File: src/rtl/hazard_pkg.sv
// Shared encodings and types for the pipeline hazard/forwarding controller.
package hazard_pkg;

  // Execute-stage operand mux selects
  localparam logic [1:0] FWD_RF  = 2'b00;
  localparam logic [1:0] FWD_MEM = 2'b01;
  localparam logic [1:0] FWD_WB  = 2'b10;

  // ResultSrc encoding that marks a load
  localparam logic [1:0] RES_LOAD = 2'b01;

  // addi x0, x0, 0 -- what the F/D register holds after a flush
  localparam logic [31:0] NOP_INSTR = 32'h00000013;

  // Multi-cycle MDU occupancy state
  typedef enum logic {
    IDLE = 1'b0,
    BUSY = 1'b1
  } mduState_t;

  // Pick a forwarding source; the youngest producer (Memory) wins over Writeback.
  function automatic logic [1:0] fwdSel(input logic hitM, input logic hitW);
    logic [1:0] sel;
    if (hitM) begin
      sel = FWD_MEM;
    end else if (hitW) begin
      sel = FWD_WB;
    end else begin
      sel = FWD_RF;
    end
    return sel;
  endfunction

endpackage : hazard_pkg

File: src/rtl/hazard_ctrl_sat_counter.sv
// Saturating up-counter with synchronous clear; clear beats increment and
// the count sticks at all-ones instead of wrapping.
module sat_counter
  import hazard_pkg::*;
#(
  parameter int W = 32
) (
  input  logic         clk,
  input  logic         reset,
  input  logic         inc,
  input  logic         clr,
  output logic [W-1:0] cnt
);

  localparam logic [W-1:0] CNT_ZERO = {W{1'b0}};
  localparam logic [W-1:0] CNT_ONE  = {{(W-1){1'b0}}, 1'b1};
  localparam logic [W-1:0] CNT_MAX  = {W{1'b1}};

  // Count register: async reset, sync clear, saturating increment
  always_ff @(posedge clk or posedge reset) begin
    if (reset) begin
      cnt <= CNT_ZERO;
    end else if (clr) begin
      cnt <= CNT_ZERO;
    end else if (inc && (cnt != CNT_MAX)) begin
      cnt <= cnt + CNT_ONE;
    end else begin
      cnt <= cnt;
    end
  end

endmodule : sat_counter

File: src/rtl/hazard_ctrl.sv
// Hazard and forwarding controller for the 5-stage RV32I pipeline.
// Produces Execute-stage forwarding selects plus stall/flush strobes for the
// pipeline registers, covering load-use interlock, branch flush, multi-cycle
// MDU occupancy and (when forwarding is compiled out) RAW interlock.
module hazard_ctrl
  import hazard_pkg::*;
#(
  parameter int REG_AW  = 5,
  parameter int MDU_LAT = 4,
  parameter int EN_FWD  = 1,
  parameter int CNT_W   = 32
) (
  input  logic              clk,
  input  logic              reset,
  input  logic [REG_AW-1:0] rs1D,
  input  logic [REG_AW-1:0] rs2D,
  input  logic [REG_AW-1:0] rs1E,
  input  logic [REG_AW-1:0] rs2E,
  input  logic [REG_AW-1:0] rdE,
  input  logic [REG_AW-1:0] rdM,
  input  logic [REG_AW-1:0] rdW,
  input  logic              RegWriteE,
  input  logic              RegWriteM,
  input  logic              RegWriteW,
  input  logic [1:0]        ResultSrcE,
  input  logic              PCSrcE,
  input  logic              mdu_startE,
  input  logic              cnt_clr,
  output logic [1:0]        ForwardAE,
  output logic [1:0]        ForwardBE,
  output logic              StallF,
  output logic              StallD,
  output logic              StallE,
  output logic              FlushD,
  output logic              FlushE,
  output logic              FlushM,
  output logic [CNT_W-1:0]  stall_cnt,
  output logic [CNT_W-1:0]  flush_cnt
);

  localparam logic [REG_AW-1:0] REG_ZERO  = {REG_AW{1'b0}};
  // The op sits in E for MDU_LAT cycles: one IDLE cycle plus MDU_LAT-1 BUSY
  // cycles, the last of which (mcnt==0) lets it advance.
  localparam logic [3:0]        MCNT_INIT = 4'(MDU_LAT - 2);
  localparam logic              FWD_ON    = (EN_FWD != 0);

  mduState_t   state;
  mduState_t   nextState;
  logic [3:0]  mcnt;
  logic [3:0]  nextMcnt;

  logic        hitMA;
  logic        hitWA;
  logic        hitMB;
  logic        hitWB;
  logic        lwStall;
  logic        rawHit;
  logic        hzStall;
  logic        mduStall;

  // Producer/consumer matches; x0 is never a real producer
  assign hitMA = RegWriteM && (rdM != REG_ZERO) && (rdM == rs1E);
  assign hitWA = RegWriteW && (rdW != REG_ZERO) && (rdW == rs1E);
  assign hitMB = RegWriteM && (rdM != REG_ZERO) && (rdM == rs2E);
  assign hitWB = RegWriteW && (rdW != REG_ZERO) && (rdW == rs2E);

  // A load in E cannot forward in time to the instruction in D
  assign lwStall = (ResultSrcE == RES_LOAD) && (rdE != REG_ZERO) &&
                   ((rdE == rs1D) || (rdE == rs2D));

  // Without forwarding paths, any in-flight E/M writer of a D source must drain
  assign rawHit = (RegWriteE && (rdE != REG_ZERO) && ((rdE == rs1D) || (rdE == rs2D))) ||
                  (RegWriteM && (rdM != REG_ZERO) && ((rdM == rs1D) || (rdM == rs2D)));

  assign hzStall = lwStall || (!FWD_ON && rawHit);

  // The start cycle stalls, then BUSY keeps stalling until the count runs out
  assign mduStall = ((state == IDLE) && mdu_startE) ||
                    ((state == BUSY) && (mcnt != 4'd0));

  // MDU state and down-counter registers
  always_ff @(posedge clk or posedge reset) begin
    if (reset) begin
      state <= IDLE;
      mcnt  <= 4'd0;
    end else begin
      state <= nextState;
      mcnt  <= nextMcnt;
    end
  end

  // MDU next-state: mdu_startE is only looked at in IDLE, since the same op
  // is still presented while BUSY
  always_comb begin
    nextState = state;
    nextMcnt  = mcnt;
    case (state)
      IDLE: begin
        if (mdu_startE) begin
          nextState = BUSY;
          nextMcnt  = MCNT_INIT;
        end else begin
          nextState = IDLE;
          nextMcnt  = 4'd0;
        end
      end
      BUSY: begin
        if (mcnt != 4'd0) begin
          nextState = BUSY;
          nextMcnt  = mcnt - 4'd1;
        end else begin
          nextState = IDLE;
          nextMcnt  = 4'd0;
        end
      end
      default: begin
        nextState = IDLE;
        nextMcnt  = 4'd0;
      end
    endcase
  end

  // Forward selects and prioritised stall/flush strobes; all quiet in reset
  always_comb begin
    ForwardAE = FWD_RF;
    ForwardBE = FWD_RF;
    StallF    = 1'b0;
    StallD    = 1'b0;
    StallE    = 1'b0;
    FlushD    = 1'b0;
    FlushE    = 1'b0;
    FlushM    = 1'b0;
    if (reset) begin
      ForwardAE = FWD_RF;
      ForwardBE = FWD_RF;
    end else begin
      if (FWD_ON) begin
        ForwardAE = fwdSel(hitMA, hitWA);
        ForwardBE = fwdSel(hitMB, hitWB);
      end else begin
        ForwardAE = FWD_RF;
        ForwardBE = FWD_RF;
      end
      if (mduStall) begin
        // No branch can resolve while the MDU op holds E, so PCSrcE is moot
        StallF = 1'b1;
        StallD = 1'b1;
        StallE = 1'b1;
        FlushM = 1'b1;
      end else if (PCSrcE) begin
        // The hazarding instruction in D is being flushed, so no stall
        FlushD = 1'b1;
        FlushE = 1'b1;
      end else if (hzStall) begin
        StallF = 1'b1;
        StallD = 1'b1;
        FlushE = 1'b1;
      end else begin
        StallF = 1'b0;
        FlushD = 1'b0;
      end
    end
  end

  sat_counter #(.W(CNT_W)) uStallCnt (
    .clk   (clk),
    .reset (reset),
    .inc   (StallF),
    .clr   (cnt_clr),
    .cnt   (stall_cnt)
  );

  sat_counter #(.W(CNT_W)) uFlushCnt (
    .clk   (clk),
    .reset (reset),
    .inc   (FlushD),
    .clr   (cnt_clr),
    .cnt   (flush_cnt)
  );

endmodule : hazard_ctrl

File: config.mk
export PLATFORM = sky130hd
export DESIGN_NAME = hazard_ctrl
export DESIGN_NICKNAME = d
export VERILOG_FILES = /design/src/rtl/hazard_pkg.sv /design/src/rtl/hazard_ctrl_sat_counter.sv /design/src/rtl/hazard_ctrl.sv
export SDC_FILE = /design/constraint.sdc
export NUM_CORES = 1
export LEC_CHECK = 0
export ABC_AREA = 1
export BUFFER_PORTS_ARGS = -buffer_cell sky130_fd_sc_hd__buf_2
export CAP_MARGIN = 20
export CORE_MARGIN = 2
export CORE_UTILIZATION = 56
export CTS_CLUSTER_SIZE = 28
export DETAILED_ROUTE_END_ITERATION = 6
export HOLD_SLACK_MARGIN = 0.12
export PLACE_DENSITY = 0.82
export SETUP_SLACK_MARGIN = 0.15
export SLEW_MARGIN = 30
export SYNTH_ARGS = -nofsm -noshare
export SYNTH_HDL_FRONTEND = slang
export SYNTH_SLANG_ARGS = --single-unit
export TNS_END_PERCENT = 30
File: constraint.sdc
create_clock -name clk -period 3.35 [get_ports clk]
set_input_delay 0.335 -clock clk [delete_from_list [all_inputs] [get_ports clk]]
set_output_delay 0.335 -clock clk [all_outputs]
set_load 0.01 [all_outputs]
### After elaboration in Yosys (flattened, before gate mapping)

Cells that the tools add are included.
Widths: inputs -> output; s select.

* logic and storage cells: 65
* output and inout bits: 74
* register bits: 69
* bits of input ports: 45

* reductions and logical operators: 20
* add/subtract/negate cells: 3
* equal/unequal tests: 9
* mux-type cells: 28
* bitwise gates (word level): 1

Operator list (number)
* $mux 32: 4
* $add 32x1->32 const B: 2
* $ne 32x32->1 const B: 2
* $eq 5x5->1: 6
* $reduce_bool 5->1: 3
* $mux 1: 14
* $mux 2: 7
* $logic_and 1x1->1: 12
* $pmux 4 s2: 1
* $mux 4: 1
* $reduce_bool 2->1: 2
* $reduce_bool 4->1: 1
* $sub 4x1->4 const B: 1
* $eq 2x1->1 const B: 1
* $logic_or 1x1->1: 2
* $pmux 1 s2: 1
* $not 1->1: 1

### Logic depth before layout (Yosys ltp)

Gate-level depths: netlist of run 1.

* word-level depth: 10
* mapped depth: 13

### Modules after synthesis

From an unflattened synthesis of run 1, not the netlist that was laid out.

* cells, all modules: 859
* area, all modules: 5350.1 um^2

By module, submodules not included
* sat_counter: area an instance 2274.7 um^2, times used 2, cells an instance 360, seq. area each 800.8 um^2
* hazard_ctrl: area an instance 800.8 um^2, times used 1, cells an instance 139, seq. area each 125.1 um^2

### Worst setup path after synthesis of run 1

No wires, ideal clock.

* kind: input -> output
* start point: in reset
* end point: out StallF
* buffers on the path: 3
* required time: 3015 ps
* arrival: 2827 ps
* cell stages on the path: 6
* path slack: 188 ps
* cell sequence: clkbuf_1 inv_1 nand2_1 nand2_2 buf_2 buf_4

* word-level cells in the longest chain between the ends: 1

RTL lines
* start: declaration: line hazard_ctrl.sv:14 `input logic reset,`
* $mux 1
* end: declaration: line hazard_ctrl.sv:31 `output logic StallF,`

No other way between the ends.

### Worst setup path in the final report of run 1

* start point: reg uFlushCnt.cnt[0]
* end point: reg uFlushCnt.cnt[29]

* word-level cells in the longest chain between the ends: 3
* elaborated cells on any way between the ends: 6
* classes of those cells: add/sub: 1; eq/ne: 1; mux: 2; reduce/logical: 2

RTL lines
* start: declaration: line hazard_ctrl_sat_counter.sv:12 `output logic [W-1:0] cnt`
* start signal: assignment: line hazard_ctrl_sat_counter.sv:26 `cnt <= cnt + CNT_ONE;`
* start signal: assignment: line hazard_ctrl_sat_counter.sv:28 `cnt <= cnt;`
* $add 32x1->32 or $ne 32x32->1 (tied branches): line hazard_ctrl_sat_counter.sv:26, hazard_ctrl_sat_counter.sv:25
* $mux 32 or $logic_and 1x1->1 (tied branches): line hazard_ctrl_sat_counter.sv:25 `end else if (inc && (cnt != CNT_MAX)) begin`
* $mux 32 or $reduce_bool 2->1 (tied branches)

Several ways; a longest one is shown, not always the timed one. The select of a mux whose other input is x is not followed.
A chain may end at the register's enable or synchronous reset.

==> impl_metrics.env, run 1 <==
export IMPL_status="finished clean"
export IMPL_yosysSeqAreaShare=0.318
export IMPL_synth_area_leaders="dfrtp_1 32%, nand2_1 18%, nor2_1 9.1%, nand3_1 8.3%, inv_1 6.1%"
export IMPL_end_kind="flip-flop"
export IMPL_synth_top_family_by_area="simple AND/OR/NAND/NOR gates"
export IMPL_vias=5674
export IMPL_synth_top_flop_cell="dfrtp_1"
export IMPL_synth_xor_xnor_area_share=0.0968
export IMPL_skew_ps=8.33
export IMPL_synth_distinct_cells=37
export IMPL_clk_latency_ps=350
export IMPL_slew_viol_final=0
export IMPL_vias_per_cell=5.29
export IMPL_num_rows=35
export IMPL_coreArea_um2=9330
export IMPL_dpl_instance_area_um2=6030
export IMPL_setup_violations=0
export IMPL_avgRoutedWirePerCell_um=13.1
export IMPL_crit_required_ps=3580
export IMPL_powerDensity_nw_per_um2=338
export IMPL_routed_wl_um=14000
export IMPL_critPathLaunchType="flip-flop"
export IMPL_finalSetupTns_ps=0
export IMPL_synthToLayoutAreaGrowth_pct=15.4
export IMPL_dieHeight_um=102
export IMPL_antenna_found_initial=0
export IMPL_leakagePower_uw=0.00331
export IMPL_arrival_ps=2500
export IMPL_die_area_um2=10500
export IMPL_vdd_ir_drop_max_uv=230
export IMPL_fmax_mhz=441
export IMPL_dieWidth_um=102
export IMPL_muxShareOfSynthArea=0
export IMPL_drt_iter0_markers=417
export IMPL_initial_core_util=0.582
export IMPL_fin_area_um2=6270
export IMPL_grt_max_degree=78
export IMPL_cts_sinks=69
export IMPL_clock_path_buffers=2
export IMPL_crit_type="reg2reg"
export IMPL_grt_usage=0.281
export IMPL_drtAntennaViolNets=0
export IMPL_post_synth_top_area_cell="dfrtp_1"
export IMPL_port_buffers=117
export IMPL_grt_overflow_total=0
export IMPL_drv_cap=0
export IMPL_synth_simple_area_share=0.459
export IMPL_synth_area_per_cell_um2=6.48
export IMPL_dp_cells=1058
export IMPL_routabilityCongestion=0.999
export IMPL_worst_slew_margin_rel=0.496
export IMPL_synth_edf_count=0
export IMPL_place_hpwl_um=10200
export IMPL_grt_pass1_vias=5063
export IMPL_ys_seq_elements=69
export IMPL_final_hold_violation_count=0
export IMPL_ctsResizeCount=0
export IMPL_synth_top_cell_area_share=0.318
export IMPL_antenna_cells=0
export IMPL_rsz0062_at_grt="false"
export IMPL_finalCritPeriodShare=0.676
export IMPL_cp_max_fo=35
export IMPL_numCtsBuffers=9
export IMPL_syn_area_um2=5430
export IMPL_post_route_min_period_ps=2270
export IMPL_syn_inst=838
export IMPL_synthAdderAreaFrac=0.00461
export IMPL_syn_nets=885
export IMPL_drcViolationCount=0
export IMPL_drive_above_1_share=0.179
export IMPL_cts_root_buf="clkbuf_8"
export IMPL_fin_cells=1073
export IMPL_cts_hold_buf=0
export IMPL_worstMarginPinSlew_ps=757
export IMPL_async_reset_ff_frac=1.00
export IMPL_grt_pass1_wl_um=23700
export IMPL_path_clk_slew_ps=80
export IMPL_io_pins=119
export IMPL_post_cts_buffers=0
export IMPL_htreeDepth=3
export IMPL_synth_warnings=0
export IMPL_drt_pass1_iter_count=5
export IMPL_final_nets=987
export IMPL_synth_compound_area_frac=0.0274
export IMPL_fillers=872
export IMPL_cts_tree="built"
export IMPL_hold_path_class="in2async"
-- report_power, final --
| part | internal (uW) | total [uW] | switching [uW] |
|---|---|---|---|
| registers | 860 | 889 | 29.1 |
| clock network | 477 | 811 | 334 |
| logic | 118 | 416 | 298 |
| total | 1450 | 2120 | 662 |
-- critical path, stage by stage, from the launching register on --
cell     delay (ps)
dfrtp_1         440
ha_1            250
nand2_2          90
nor2_4          150
nand2_2         120
nor2_2          150
nand2_1         100
nand2_4         280
nand2_4         300
nand2_1         180
o21ai_2          60
-- stage by stage --
stage / total power (uW) / utilization / setup WS, ps / hold slack, ps
6_report: 2120 / 0.672 / 1080 / 229
5_1_grt: 2220 / 0.672 / 902 / 290
4_1_cts: 2130 / 0.671 / 1100 / 269
3_5_place_dp: 1320 / 0.647 / 1100 / 440
3_3_place_gp: 1310 / 0.647 / 1160 / 441
2_1_floorplan: 1220 / - / 188 / 423
-- cell usage after synthesis (3+ instances only) --
| cell | instances |
|---|---|
| nand4_1 | 35 |
| nand3_1 | 90 |
| xnor2_1 | 23 |
| buf_6 | 6 |
| nand2_4 | 3 |
| or2_2 | 3 |
| buf_4 | 3 |
| nand2_2 | 5 |
| clkbuf_1 | 9 |
| a21oi_1 | 3 |
| nor2_1 | 131 |
| buf_2 | 5 |
| nand2_1 | 267 |
| o21ai_1 | 3 |
| nor4_1 | 3 |
| nor3_1 | 14 |
| buf_1 | 7 |
| o21ai_0 | 5 |
| o21ai_2 | 7 |
| xor2_1 | 37 |
| dfrtp_1 | 69 |
| inv_1 | 88 |
-- cell type report --
type                       count  area, um2  share of cell area
multi-input combinational    649       3190               0.509
sequential                    69       1730               0.276
timing repair buffer         121        619              0.0988
inverter                      90        338              0.0539
clock buffer                  12        165              0.0264
tap                          129        161              0.0258
clock inverter                 3       67.6              0.0108
-- layout by cell type (no fill, tap or decap), types with 3 or more instances in the layout --
master / count
or2_2: 3
xor2_1: 37
nor3_1: 14
xnor2_1: 23
nand4_1: 35
a21oi_1: 3
buf_4: 3
inv_2: 4
o21ai_0: 5
o21ai_2: 7
dfrtp_1: 69
nor2_1: 131
nor4_1: 3
nand2_2: 5
nand2_4: 3
inv_1: 86
nand2_1: 267
o21ai_1: 3
buf_2: 117
nand3_1: 90
clkbuf_8: 12
-- cells by family after synthesis --
group | Yosys count
adder cells (fa/ha/maj) | 2
XOR/XNOR | 60
AO/OA/AOI/OAI | 22
AND/OR/NAND/NOR | 565
buffers and inverters | 120
flip-flops | 69
-- sequential cells by signal, summed over array words and instances, names as in the netlist --
register and flops:
mcnt 4, uFlushCnt.cnt 32, state 1, uStallCnt.cnt 32
-- worst paths after layout --
path | from | endpoint | slack, ps | cells after the start
max in group asynchronous | reset | uStallCnt.cnt[1] | 2690 | 3
max reg2reg | uFlushCnt.cnt[0] | uFlushCnt.cnt[29] | 1080 | 10
min reg2reg | mcnt[0] | mcnt[0] | 450 | 1
min in group clk | mdu_startE | mcnt[1] | 270 | 3
min | reset | uFlushCnt.cnt[28] | 230 | 3
max | uFlushCnt.cnt[0] | uFlushCnt.cnt[29] | 1080 | 10
-- metal layers --
| metal | track usage | routed length, um | vias up |
|---|---|---|---|
| met4 | 0.0800 | 146 | 0 |
| met3 | 0.0506 | 1010 | 11 |
| met1 | 0.409 | 6650 | 2601 |
| li1 | - | - | 2853 |
| met5 | 0 | 0 | - |
| met2 | 0.430 | 6230 | 209 |
(Power assumes the default switching activity.)
==> inputs of run 2 (changes only) <==
- CORE_UTILIZATION: 56 -> 50
- PLACE_DENSITY: 0.82 -> 0.77
- clock period: 3.35 -> 2 ns (I/O delays scaled with it)
==> run 2 against run 1 <==
  * Register-to-register slack got worse by 940 ps
  * Via count increased by 6.2%
  * Final area grew 9.6%
  * Sequential power up 66%
  * Power rose by 79%
  * Critical path depth fell by 1
  * Clock power increased by 58%
  * Sequential share of layout area down 2.4 points
  * Sequential cell count did not move
  * First-iteration DRC count increased by 12%
  * Critical path type unchanged
  * Largest cell class unchanged
  * Largest power group unchanged
==> impl_metrics.env, run 2 (same netlist as run 1, synthesis figures left out) <==
export IMPL_grt_overflow_total=0
export IMPL_multiInputGateArea_um2=3400
export IMPL_crit_start="uStallCnt.cnt[15]"
export IMPL_initial_core_util=0.507
export IMPL_final_hold_violation_count=0
export IMPL_fillers=967
export IMPL_worstMarginPinSlew_ps=634
export IMPL_grt_pass1_wl_um=25200
export IMPL_final_core_util=0.642
export IMPL_critPathLaunchType="flip-flop"
export IMPL_routabilityCongestion=0.942
export IMPL_port_buffers=117
export IMPL_final_common_cell="nand2_1"
export IMPL_path_clk_slew_ps=80
export IMPL_hold_path_class="in2async"
export IMPL_seqCellArea_um2=1730
export IMPL_vdd_ir_drop_max_uv=296
export IMPL_timing_rr_start="uStallCnt.cnt[15]"
export IMPL_crit_type="reg2reg"
export IMPL_worst_slew_margin_rel=0.577
export IMPL_arrival_ps=2170
export IMPL_drt_pass1_iter_count=5
export IMPL_antenna_found_initial=0
export IMPL_rsz0062_at_grt="true"
export IMPL_dieWidth_um=108
export IMPL_clk_latency_ps=360
export IMPL_post_route_min_period_ps=1860
export IMPL_coreArea_um2=10700
export IMPL_fmax_mhz=538
export IMPL_numCtsBuffers=9
export IMPL_drive_above_1_share=0.241
export IMPL_grt_max_degree=70
export IMPL_cts_tree="built"
export IMPL_die_area_um2=11700
export IMPL_cp_max_fo=8
export IMPL_end_kind="flip-flop"
export IMPL_reg2reg_slack_ps=140
export IMPL_drt_iter0_markers=466
export IMPL_total_power_uw=3800
export IMPL_cts_root_buf="clkbuf_8"
export IMPL_routed_wl_um=16300
export IMPL_grt_pass1_vias=5282
export IMPL_vias=6026
export IMPL_slew_viol_final=0
export IMPL_finalCritPeriodShare=0.930
export IMPL_htreeDepth=3
export IMPL_regToRegEndpoint="uStallCnt.cnt[27]"
export IMPL_antenna_cells=0
export IMPL_clock_path_buffers=2
export IMPL_final_nets=1035
export IMPL_reg2reg_depth=9
export IMPL_vias_per_cell=5.32
export IMPL_synthToLayoutAreaGrowth_pct=26.5
export IMPL_skew_ps=7.53
export IMPL_leakagePower_uw=0.00360
export IMPL_powerDensity_nw_per_um2=553
export IMPL_drtAntennaViolNets=0
export IMPL_reg_top3="uFlushCnt.cnt x32, uStallCnt.cnt x32, mcnt x4"
export IMPL_drv_cap=0
export IMPL_status="finished clean"
export IMPL_avgRoutedWirePerCell_um=14.4
export IMPL_crit_required_ps=2310
export IMPL_setup_violations=0
export IMPL_io_pins=119
export IMPL_drcViolationCount=0
export IMPL_cts_hold_buf=0
export IMPL_dieHeight_um=108
export IMPL_final_cell_mix="264 x nand2_1, 125 x nor2_1, 117 x buf_2"
export IMPL_setup_worst_path_end="uStallCnt.cnt[27]"
export IMPL_place_hpwl_um=11100
export IMPL_grt_usage=0.272
export IMPL_num_rows=38
export IMPL_cts_sinks=69
## run 2: cell count changes in the layout (fill, tap and decap cells not counted), moves of 3 or more
| cell | delta |
|---|---|
| buf_12 | +4 |
| buf_4 | +36 |
| clkbuf_8 | -3 |
| nand2_1 | -3 |
| nand2_8 | +6 |
| nand3_1 | -10 |
| nand3_2 | +10 |
| nor2_1 | -6 |
| nor2_2 | +6 |
## run 2: where the power goes
part / switching [uW] / internal (uW)
registers: 42.1 / 1440
logic: 669 / 365
clock network: 587 / 695
total: 1300 / 2500
## run 2: layout make-up
| type | instances | share of cell area |
|---|---|---|
| clock buffers | 9 | 0.0180 |
| inverters | 90 | 0.0497 |
| clock inverters | 6 | 0.0129 |
| repair buffers | 163 | 0.147 |
| multi-input cells | 655 | 0.495 |
| flip-flops and latches | 69 | 0.252 |
| well taps | 140 | 0.0255 |
## run 2: worst min-delay path by stage
stage                     startpoint       to  depth (start not counted)
final                          reset  mcnt[3]                          3
after global routing      mdu_startE  mcnt[1]                          3
after CTS                 mdu_startE  mcnt[1]                          3
after detailed placement     mcnt[0]  mcnt[0]                          1
after global placement       mcnt[0]  mcnt[0]                          1
after floorplan           mdu_startE  mcnt[1]                          2
## run 2: per-stage QoR
step	std cells	hold WS, ps	setup WS, ps	area, um2	setup TNS [ps]
6_report	1132	141	141	6870	0
5_1_grt	1132	142	48.9	6870	0
4_1_cts	1120	143	80.5	6660	0
3_5_place_dp	1097	445	10.0	6330	0
3_3_place_gp	1097	442	56.1	6330	0
2_1_floorplan	838	369	-187	5530	-4520
## run 2: worst max-delay path: stages, from the launching register on
cell     delay (ps)
dfrtp_1         450
nand2_1         130
nor2_1          190
nand2_1         140
nor3_4          170
nand4_4         210
buf_12          220
nand2_4         140
nand3_1          90
nand2_1          70
## run 2: layer usage
layer	part of all wire	track usage
met1	0.43	0.372
met2	0.46	0.440
met3	0.091	0.0603
met4	0.016	0.0678
met5	0	0
## run 2: what timing repair did
item,CTS,global route
setup buffers,6,7
endpoints found under the setup margin,43,70
pin swaps,4,3
gates cloned,2,5
resized for setup,10,18
